File: src/rtl/pcore_rf_pkg.sv
// ---------------------------------------------------------------------------
// pcore_rf_pkg
// Shared definitions for the multi-port integer register file.
//   - Default data width and register count used by reg_file_mp.
//   - Debug access FSM state type (type_rf_dbg_states_e).
//   - Debug request bundle (type_rf_dbg_req_s), sized for the default
//     configuration, used by agents that drive the debug access port.
// ---------------------------------------------------------------------------
package pcore_rf_pkg;

   localparam int XLEN_DEFAULT     = 32;
   localparam int RF_DEPTH_DEFAULT = 32;
   localparam int AW_DEFAULT       = $clog2(RF_DEPTH_DEFAULT);

   // Debug access sequencing: idle, performing the access, acknowledging.
   typedef enum logic [1:0] {
      DBG_IDLE   = 2'd0,
      DBG_ACCESS = 2'd1,
      DBG_ACK    = 2'd2
   } type_rf_dbg_states_e;

   // One debug request as seen on the debug access port.
   typedef struct packed {
      logic                    req;
      logic                    we;
      logic [AW_DEFAULT-1:0]   addr;
      logic [XLEN_DEFAULT-1:0] wdata;
   } type_rf_dbg_req_s;

endpackage

File: src/rtl/rf_scoreboard.sv
// ---------------------------------------------------------------------------
// rf_scoreboard
// Per-register busy bits used by decode to detect RAW hazards.
// Optional feature macro: RF_BYPASS_EN (a read port whose address matches a
// same-cycle write-back reports not-busy).
// Ports:
//   clk, rst_n   clock, asynchronous active-low reset
//   rd_addr_i    NUM_RD read addresses (port k at slice k)
//   rd_busy_o    busy flag of each addressed register
//   wr_req_i     write-back valid per port (clears busy)
//   wr_addr_i    write-back addresses
//   iss_req_i    issue of an instruction writing iss_addr_i (sets busy)
//   iss_addr_i   destination register of the issued instruction
//   flush_i      clears every busy bit
// ---------------------------------------------------------------------------
module rf_scoreboard #(
   parameter int RF_DEPTH = 32,
   parameter int NUM_RD   = 2,
   parameter int NUM_WR   = 1,
   localparam int AW      = $clog2(RF_DEPTH)
) (
   input  logic                 clk,
   input  logic                 rst_n,
   input  logic [NUM_RD*AW-1:0] rd_addr_i,
   output logic [NUM_RD-1:0]    rd_busy_o,
   input  logic [NUM_WR-1:0]    wr_req_i,
   input  logic [NUM_WR*AW-1:0] wr_addr_i,
   input  logic                 iss_req_i,
   input  logic [AW-1:0]        iss_addr_i,
   input  logic                 flush_i
);

   logic [RF_DEPTH-1:0] busy_q;
   logic [RF_DEPTH-1:0] busy_d;
   logic [AW-1:0]       lookAddr;

   // Next busy vector. Ordering encodes priority: write-back clears first,
   // a same-cycle issue then re-sets (newer producer wins), and flush
   // overrides everything. x0 never becomes busy.
   always_comb begin
      busy_d = busy_q;
      for (int p = 0; p < NUM_WR; p++) begin
         if (wr_req_i[p]) begin
            busy_d[wr_addr_i[p*AW +: AW]] = 1'b0;
         end
      end
      if (iss_req_i && (iss_addr_i != '0)) begin
         busy_d[iss_addr_i] = 1'b1;
      end
      if (flush_i) begin
         busy_d = '0;
      end
      busy_d[0] = 1'b0;
   end

   // Busy vector register.
   always_ff @(posedge clk or negedge rst_n) begin
      if (!rst_n) begin
         busy_q <= '0;
      end else begin
         busy_q <= busy_d;
      end
   end

   // Busy lookup per read port. With forwarding enabled, a register being
   // written back this very cycle already has its value available, so it
   // is reported as not busy.
   always_comb begin
      rd_busy_o = '0;
      lookAddr  = '0;
      for (int k = 0; k < NUM_RD; k++) begin
         lookAddr     = rd_addr_i[k*AW +: AW];
         rd_busy_o[k] = busy_q[lookAddr];
`ifdef RF_BYPASS_EN
         for (int p = 0; p < NUM_WR; p++) begin
            if (wr_req_i[p] && (lookAddr != '0) && (wr_addr_i[p*AW +: AW] == lookAddr)) begin
               rd_busy_o[k] = 1'b0;
            end
         end
`endif
      end
   end

endmodule

File: src/rtl/reg_file_mp.sv
// ---------------------------------------------------------------------------
// reg_file_mp
// Parametrised multi-port integer register file with busy scoreboard and a
// handshaked debug access port.
// Optional feature macro: RF_BYPASS_EN (same-cycle write-back data is
// forwarded to matching read ports).
// Ports:
//   clk, rst_n       clock, asynchronous active-low reset
//   rd_addr_i        NUM_RD read addresses
//   rd_data_o        NUM_RD combinational read data
//   rd_busy_o        busy flag of each addressed register
//   wr_req_i         write-back valid per port
//   wr_addr_i        write-back addresses
//   wr_data_i        write-back data
//   iss_req_i        decode issued an instruction writing iss_addr_i
//   iss_addr_i       destination register of the issued instruction
//   flush_i          pipeline flush, clears all busy bits
//   dbg_req_i        debug request, held until dbg_ack_o
//   dbg_we_i         debug direction (1 = write)
//   dbg_addr_i       debug register address
//   dbg_wdata_i      debug write data
//   dbg_ack_o        one-cycle completion pulse
//   dbg_rdata_o      debug read data, valid with dbg_ack_o
// ---------------------------------------------------------------------------
module reg_file_mp
   import pcore_rf_pkg::*;
#(
   parameter int XLEN     = XLEN_DEFAULT,
   parameter int RF_DEPTH = RF_DEPTH_DEFAULT,
   parameter int NUM_RD   = 2,
   parameter int NUM_WR   = 1,
   localparam int AW      = $clog2(RF_DEPTH)
) (
   input  logic                   clk,
   input  logic                   rst_n,
   input  logic [NUM_RD*AW-1:0]   rd_addr_i,
   output logic [NUM_RD*XLEN-1:0] rd_data_o,
   output logic [NUM_RD-1:0]      rd_busy_o,
   input  logic [NUM_WR-1:0]      wr_req_i,
   input  logic [NUM_WR*AW-1:0]   wr_addr_i,
   input  logic [NUM_WR*XLEN-1:0] wr_data_i,
   input  logic                   iss_req_i,
   input  logic [AW-1:0]          iss_addr_i,
   input  logic                   flush_i,
   input  logic                   dbg_req_i,
   input  logic                   dbg_we_i,
   input  logic [AW-1:0]          dbg_addr_i,
   input  logic [XLEN-1:0]        dbg_wdata_i,
   output logic                   dbg_ack_o,
   output logic [XLEN-1:0]        dbg_rdata_o
);

   logic [XLEN-1:0]     regs_q [RF_DEPTH];
   logic [XLEN-1:0]     regs_d [RF_DEPTH];
   type_rf_dbg_states_e dbgState_q;
   type_rf_dbg_states_e dbgState_d;
   logic [XLEN-1:0]     dbgRdata_q;
   logic [XLEN-1:0]     dbgRdata_d;
   logic                dbgWrEn;
   logic                wrAny;
   logic [AW-1:0]       rdAddr;

   assign wrAny = |wr_req_i;

   // Debug FSM next-state logic. A debug write yields to any write-back in
   // the same cycle so the array never needs a third write port; it simply
   // waits in DBG_ACCESS until write-back goes quiet.
   always_comb begin
      dbgState_d = dbgState_q;
      dbgRdata_d = dbgRdata_q;
      dbgWrEn    = 1'b0;
      case (dbgState_q)
         DBG_IDLE: begin
            if (dbg_req_i) begin
               dbgState_d = DBG_ACCESS;
            end
         end
         DBG_ACCESS: begin
            if (!dbg_we_i) begin
               dbgRdata_d = regs_q[dbg_addr_i];
               dbgState_d = DBG_ACK;
            end else if (!wrAny) begin
               dbgWrEn    = 1'b1;
               dbgState_d = DBG_ACK;
            end
         end
         DBG_ACK: begin
            dbgState_d = DBG_IDLE;
         end
         default: begin
            dbgState_d = DBG_IDLE;
         end
      endcase
   end

   // Debug FSM state and captured read data. Reset drops any transaction
   // in flight, so an aborted request never sees an ack.
   always_ff @(posedge clk or negedge rst_n) begin
      if (!rst_n) begin
         dbgState_q <= DBG_IDLE;
         dbgRdata_q <= '0;
      end else begin
         dbgState_q <= dbgState_d;
         dbgRdata_q <= dbgRdata_d;
      end
   end

   assign dbg_ack_o   = (dbgState_q == DBG_ACK);
   assign dbg_rdata_o = dbgRdata_q;

   // Next array contents. Write-back ports are applied in ascending index
   // order so the highest port wins on an address collision. Entry 0 is
   // forced to zero, which drops every kind of write to x0.
   always_comb begin
      regs_d = regs_q;
      if (dbgWrEn) begin
         regs_d[dbg_addr_i] = dbg_wdata_i;
      end
      for (int p = 0; p < NUM_WR; p++) begin
         if (wr_req_i[p]) begin
            regs_d[wr_addr_i[p*AW +: AW]] = wr_data_i[p*XLEN +: XLEN];
         end
      end
      regs_d[0] = '0;
   end

   // Register array.
   always_ff @(posedge clk or negedge rst_n) begin
      if (!rst_n) begin
         for (int i = 0; i < RF_DEPTH; i++) begin
            regs_q[i] <= '0;
         end
      end else begin
         regs_q <= regs_d;
      end
   end

   // Asynchronous read ports. With forwarding enabled, the highest-index
   // matching write-back port supplies the data instead of the array.
   always_comb begin
      rd_data_o = '0;
      rdAddr    = '0;
      for (int k = 0; k < NUM_RD; k++) begin
         rdAddr                    = rd_addr_i[k*AW +: AW];
         rd_data_o[k*XLEN +: XLEN] = regs_q[rdAddr];
`ifdef RF_BYPASS_EN
         for (int p = 0; p < NUM_WR; p++) begin
            if (wr_req_i[p] && (rdAddr != '0) && (wr_addr_i[p*AW +: AW] == rdAddr)) begin
               rd_data_o[k*XLEN +: XLEN] = wr_data_i[p*XLEN +: XLEN];
            end
         end
`endif
      end
   end

   // Hazard scoreboard.
   rf_scoreboard #(
      .RF_DEPTH (RF_DEPTH),
      .NUM_RD   (NUM_RD),
      .NUM_WR   (NUM_WR)
   ) uScoreboard (
      .clk        (clk),
      .rst_n      (rst_n),
      .rd_addr_i  (rd_addr_i),
      .rd_busy_o  (rd_busy_o),
      .wr_req_i   (wr_req_i),
      .wr_addr_i  (wr_addr_i),
      .iss_req_i  (iss_req_i),
      .iss_addr_i (iss_addr_i),
      .flush_i    (flush_i)
   );

endmodule

File: config.mk
export PLATFORM = sky130hd
export DESIGN_NAME = reg_file_mp
export DESIGN_NICKNAME = d
export VERILOG_FILES = /design/src/rtl/pcore_rf_pkg.sv /design/src/rtl/rf_scoreboard.sv /design/src/rtl/reg_file_mp.sv
export SDC_FILE = /design/constraint.sdc
export NUM_CORES = 2
export LEC_CHECK = 0
export CAP_MARGIN = 20
export CORE_MARGIN = 2
export CORE_UTILIZATION = 45
export DETAILED_ROUTE_END_ITERATION = 10
export MAX_ROUTING_LAYER = met4
export PLACE_DENSITY = 0.7
export SLEW_MARGIN = 20
export SYNTH_ARGS = -nofsm -noshare
export SYNTH_HDL_FRONTEND = slang
export SYNTH_SLANG_ARGS = --single-unit
File: constraint.sdc
create_clock -name clk -period 2.9 [get_ports clk]
set_input_delay 0.58 -clock clk [delete_from_list [all_inputs] [get_ports clk]]
set_output_delay 0.58 -clock clk [all_outputs]
set_load 0.03 [all_outputs]
==> reports/results.tsv <==
stage	metric	value	unit
logic_synthesis	yosysWarnings	0	
timing	whs	0.3604	ns
layout	final_util	0.5549	
logic_synthesis	synth-async-reset-ratio	1.000	
die	die_y	407.8	um
cts	cts_buffers	117	
pwr	p_leak	40.46	nW
die	ios	195	
placed_design	place_area	83520	um2
routing	dr.pass1.iters	8	
outcome	violations	setup timing	
global_route	grt_pass1_vias	66975	
worst_setup_path	crit_arrival	2.75	ns
timing	finalSetupTns	-17.91	ns
pwr	finalPower	55.64	mW
layout	seqCellArea	26450	um2
die	die_w	407.8	um
routing	vias	69831	
logic_synthesis	synth_nets	7255	
layout	final_nets	7567	
cts	clock_path_buffers	3	
min_path	hp-class	in -> reg	
layout	finalInstanceArea	90120	um2
layout	drive_gt1_frac	0.2595	
worst_setup_path	crit_chain	mux2i_1 -> o221ai_2 -> a21oi_1 -> o211ai_1 -> o21a_2 -> buf_6	
timing	worst_pin_slew	0.9721	ns
timing	drv_slew	0	
logic_synthesis	postSynthAreaPerCell	10.25	um2
run	drv_cap	0	
worst_setup_path	cpPeakStageDelay	0.55	ns
cts	htree_levels	3	
global_route	grt.total_usage	0.4295	
worst_setup_path	startpoint	regs_q[130]	
logic_synthesis	ys_ff_latch	1057	
logic_synthesis	synth_top_flop_cell	dfrtp_1	
worst_setup_path	required	2.32	ns
timing	setup_slack	-0.4251	ns
outcome	outcome	finished with violations	
logic_synthesis	synthCells	7159	
cts	cts.sinks	1057	
worst_setup_path	worstReg2RegStart	dbgState_q[1]	
timing	skew	0.03216	ns
worst_setup_path	end_kind	primary output	
layout	multi_input_area	44410	um2
logic_synthesis	synth_area	73380	um2
min_path	hp-start	dbg_req_i	
routing	vias_per_cell	7.150	
global_route	grt_first_pass_wirelength	498700	um
routing	final_antenna_net_count	0	
worst_setup_path	start_kind	register	
worst_setup_path	path_class	reg -> out	
die	dieArea	166300	um2
placed_design	place_congestion	1.065	
worst_setup_path	critPathBufInv	1	
routing	drt_first_iter_violations	12173	
worst_setup_path	cpLargestDelayFamily	compound AO/OA/AOI/OAI gates	
timing	fmax	0.3007	GHz
placed_design	port_buffers	194	
layout	most-common-layout-cells	mux2i_1, nand2_1, dfrtp_1	
timing	slew_headroom	0.3519	
die	start_util	0.4518	
global_route	grt_overflow	0	
pwr	peakVddDrop	0.0006321	V
cts	cts_root_buf	clkbuf_16	
routing	routedWlPerCell	36.53	um
worst_setup_path	worstPathMaxFanout	3	
layout	synthToLayoutAreaGrowth	22.82	%
timing	period_minus_slack	3.325	ns
timing	rsz0062_at_grt	true	
timing	hold_viol_final	0	
cts	clkLatencyLatePin	0.80	ns
die	rows	148	
logic_synthesis	yosysUniqueCellTypes	53	
global_route	antenna_found_initial	20	
routing	drt-total-wl	356800	um
global_route	grt_max_degree	109	
logic_synthesis	yosysSeqAreaShare	0.3605	
pwr	power_density	617.4	nW/um2
logic_synthesis	synth-edff-count	0	
timing	setup_viol	66	
worst_setup_path	cpMaxStageDelayCell	o211ai_1	
timing	min_period_over_period	1.147	
cts	clk_pin_slew	0.07	ns
layout	n_fill_cell	13630	
cts	cts_tree	built	
die	coreArea	162400	um2
layout	layout.cells.most_common	mux2i_1	
placed_design	hpwl	231000	um
routing	drc	0	
power by group:
| group | switching, mW | internal [mW] |
|---|---|---|
| sequential | 4.33 | 18.1 |
| clock | 7.02 | 9.70 |
| combinational | 8.29 | 8.20 |
final cells by class:
type / count / share of cell area
clock buffers: 153 / 0.03701
multi-input cells: 5257 / 0.4928
flip-flops and latches: 1057 / 0.2935
repair buffers: 1036 / 0.1361
well taps: 2175 / 0.03020
diodes: 24 / 0.0006664
inverters: 2 / 0.00008330
clock inverters: 62 / 0.009621
path summary, 6_finish.rpt:
kind,cells past startpoint,slack [ns],end
worst max-delay path,6,-0.43,rd_data_o[34]
worst min-delay path,3,0.36,dbgState_q[0]
worst max register to register,6,0.46,regs_q[788]
worst min register to register,1,0.52,dbgState_q[0]
max in group asynchronous,3,1.38,regs_q[361]
min in group asynchronous,2,0.37,regs_q[917]
registers in the layout (all words and copies together) (netlist names):
| signal | cells |
|---|---|
| uScoreboard.busy_q | 31 |
| regs_q | 992 |
| dbg_rdata_o | 32 |
| dbgState_q | 2 |
metal layers:
metal  GRT usage  wire (um)  vias up  part of all wire
li1            -          -    27317                 -
met1      0.5130     122500    33962              0.34
met2      0.5720     144000     6579              0.40
met3      0.1748      55830     1973              0.16
met4      0.3307      34440        0             0.097
met5           -          0        -                 0
stage by stage:
| stage | setup WS (ns) | std cells |
|---|---|---|
| 2_1_floorplan | -0.01099 | 7159 |
| 3_3_place_gp | -0.5711 | 9415 |
| 3_5_place_dp | -0.6102 | 9415 |
| 4_1_cts | -0.3863 | 9701 |
| 5_1_grt | -0.4116 | 9759 |
| 6_report | -0.4251 | 9766 |
cells in the mapped netlist, types with 64 or more instances:
cell / instances / area (um2)
mux2i_1: 1393 / 13940
nand2_1: 1073 / 4028
dfrtp_1: 1057 / 26450
o21ai_0: 939 / 4700
clkbuf_1: 555 / 2083
mux4_2: 493 / 11100
buf_2: 173 / 865.8
nor2_1: 144 / 540.5
o22ai_1: 113 / 706.9
a21oi_1: 111 / 555.5
mux2_2: 97 / 1092
nor2b_1: 94 / 588.1
o21ai_1: 94 / 470.5
o221ai_1: 82 / 718.2
a221o_1: 79 / 790.8
nor3_1: 70 / 350.3
a221oi_1: 67 / 586.8
o21a_1: 64 / 480.5
tightest hold or removal path, stage by stage:
cell,delay (ns)
clkdlybuf4s50_1,0.40
nand2b_1,0.07
a21oi_1,0.06
timing repair:
item | in CTS | in global routing
endpoints found under the setup margin | 66 | 66
hold buffers | 1 | 0
gates resized for setup | 217 | 86
cloned | 6 | 2
hold endpoints to repair | 14 | 0
setup buffers | 64 | 40
pin swaps | 62 | 42
logic make-up after synthesis:
family,count (synthesis),synth area share
buf+inv,845,0.05146
compound gates,1704,0.1392
mux,1983,0.3562
simple gates,1570,0.09266
flops,1057,0.3605
(Power assumes the default switching activity.)
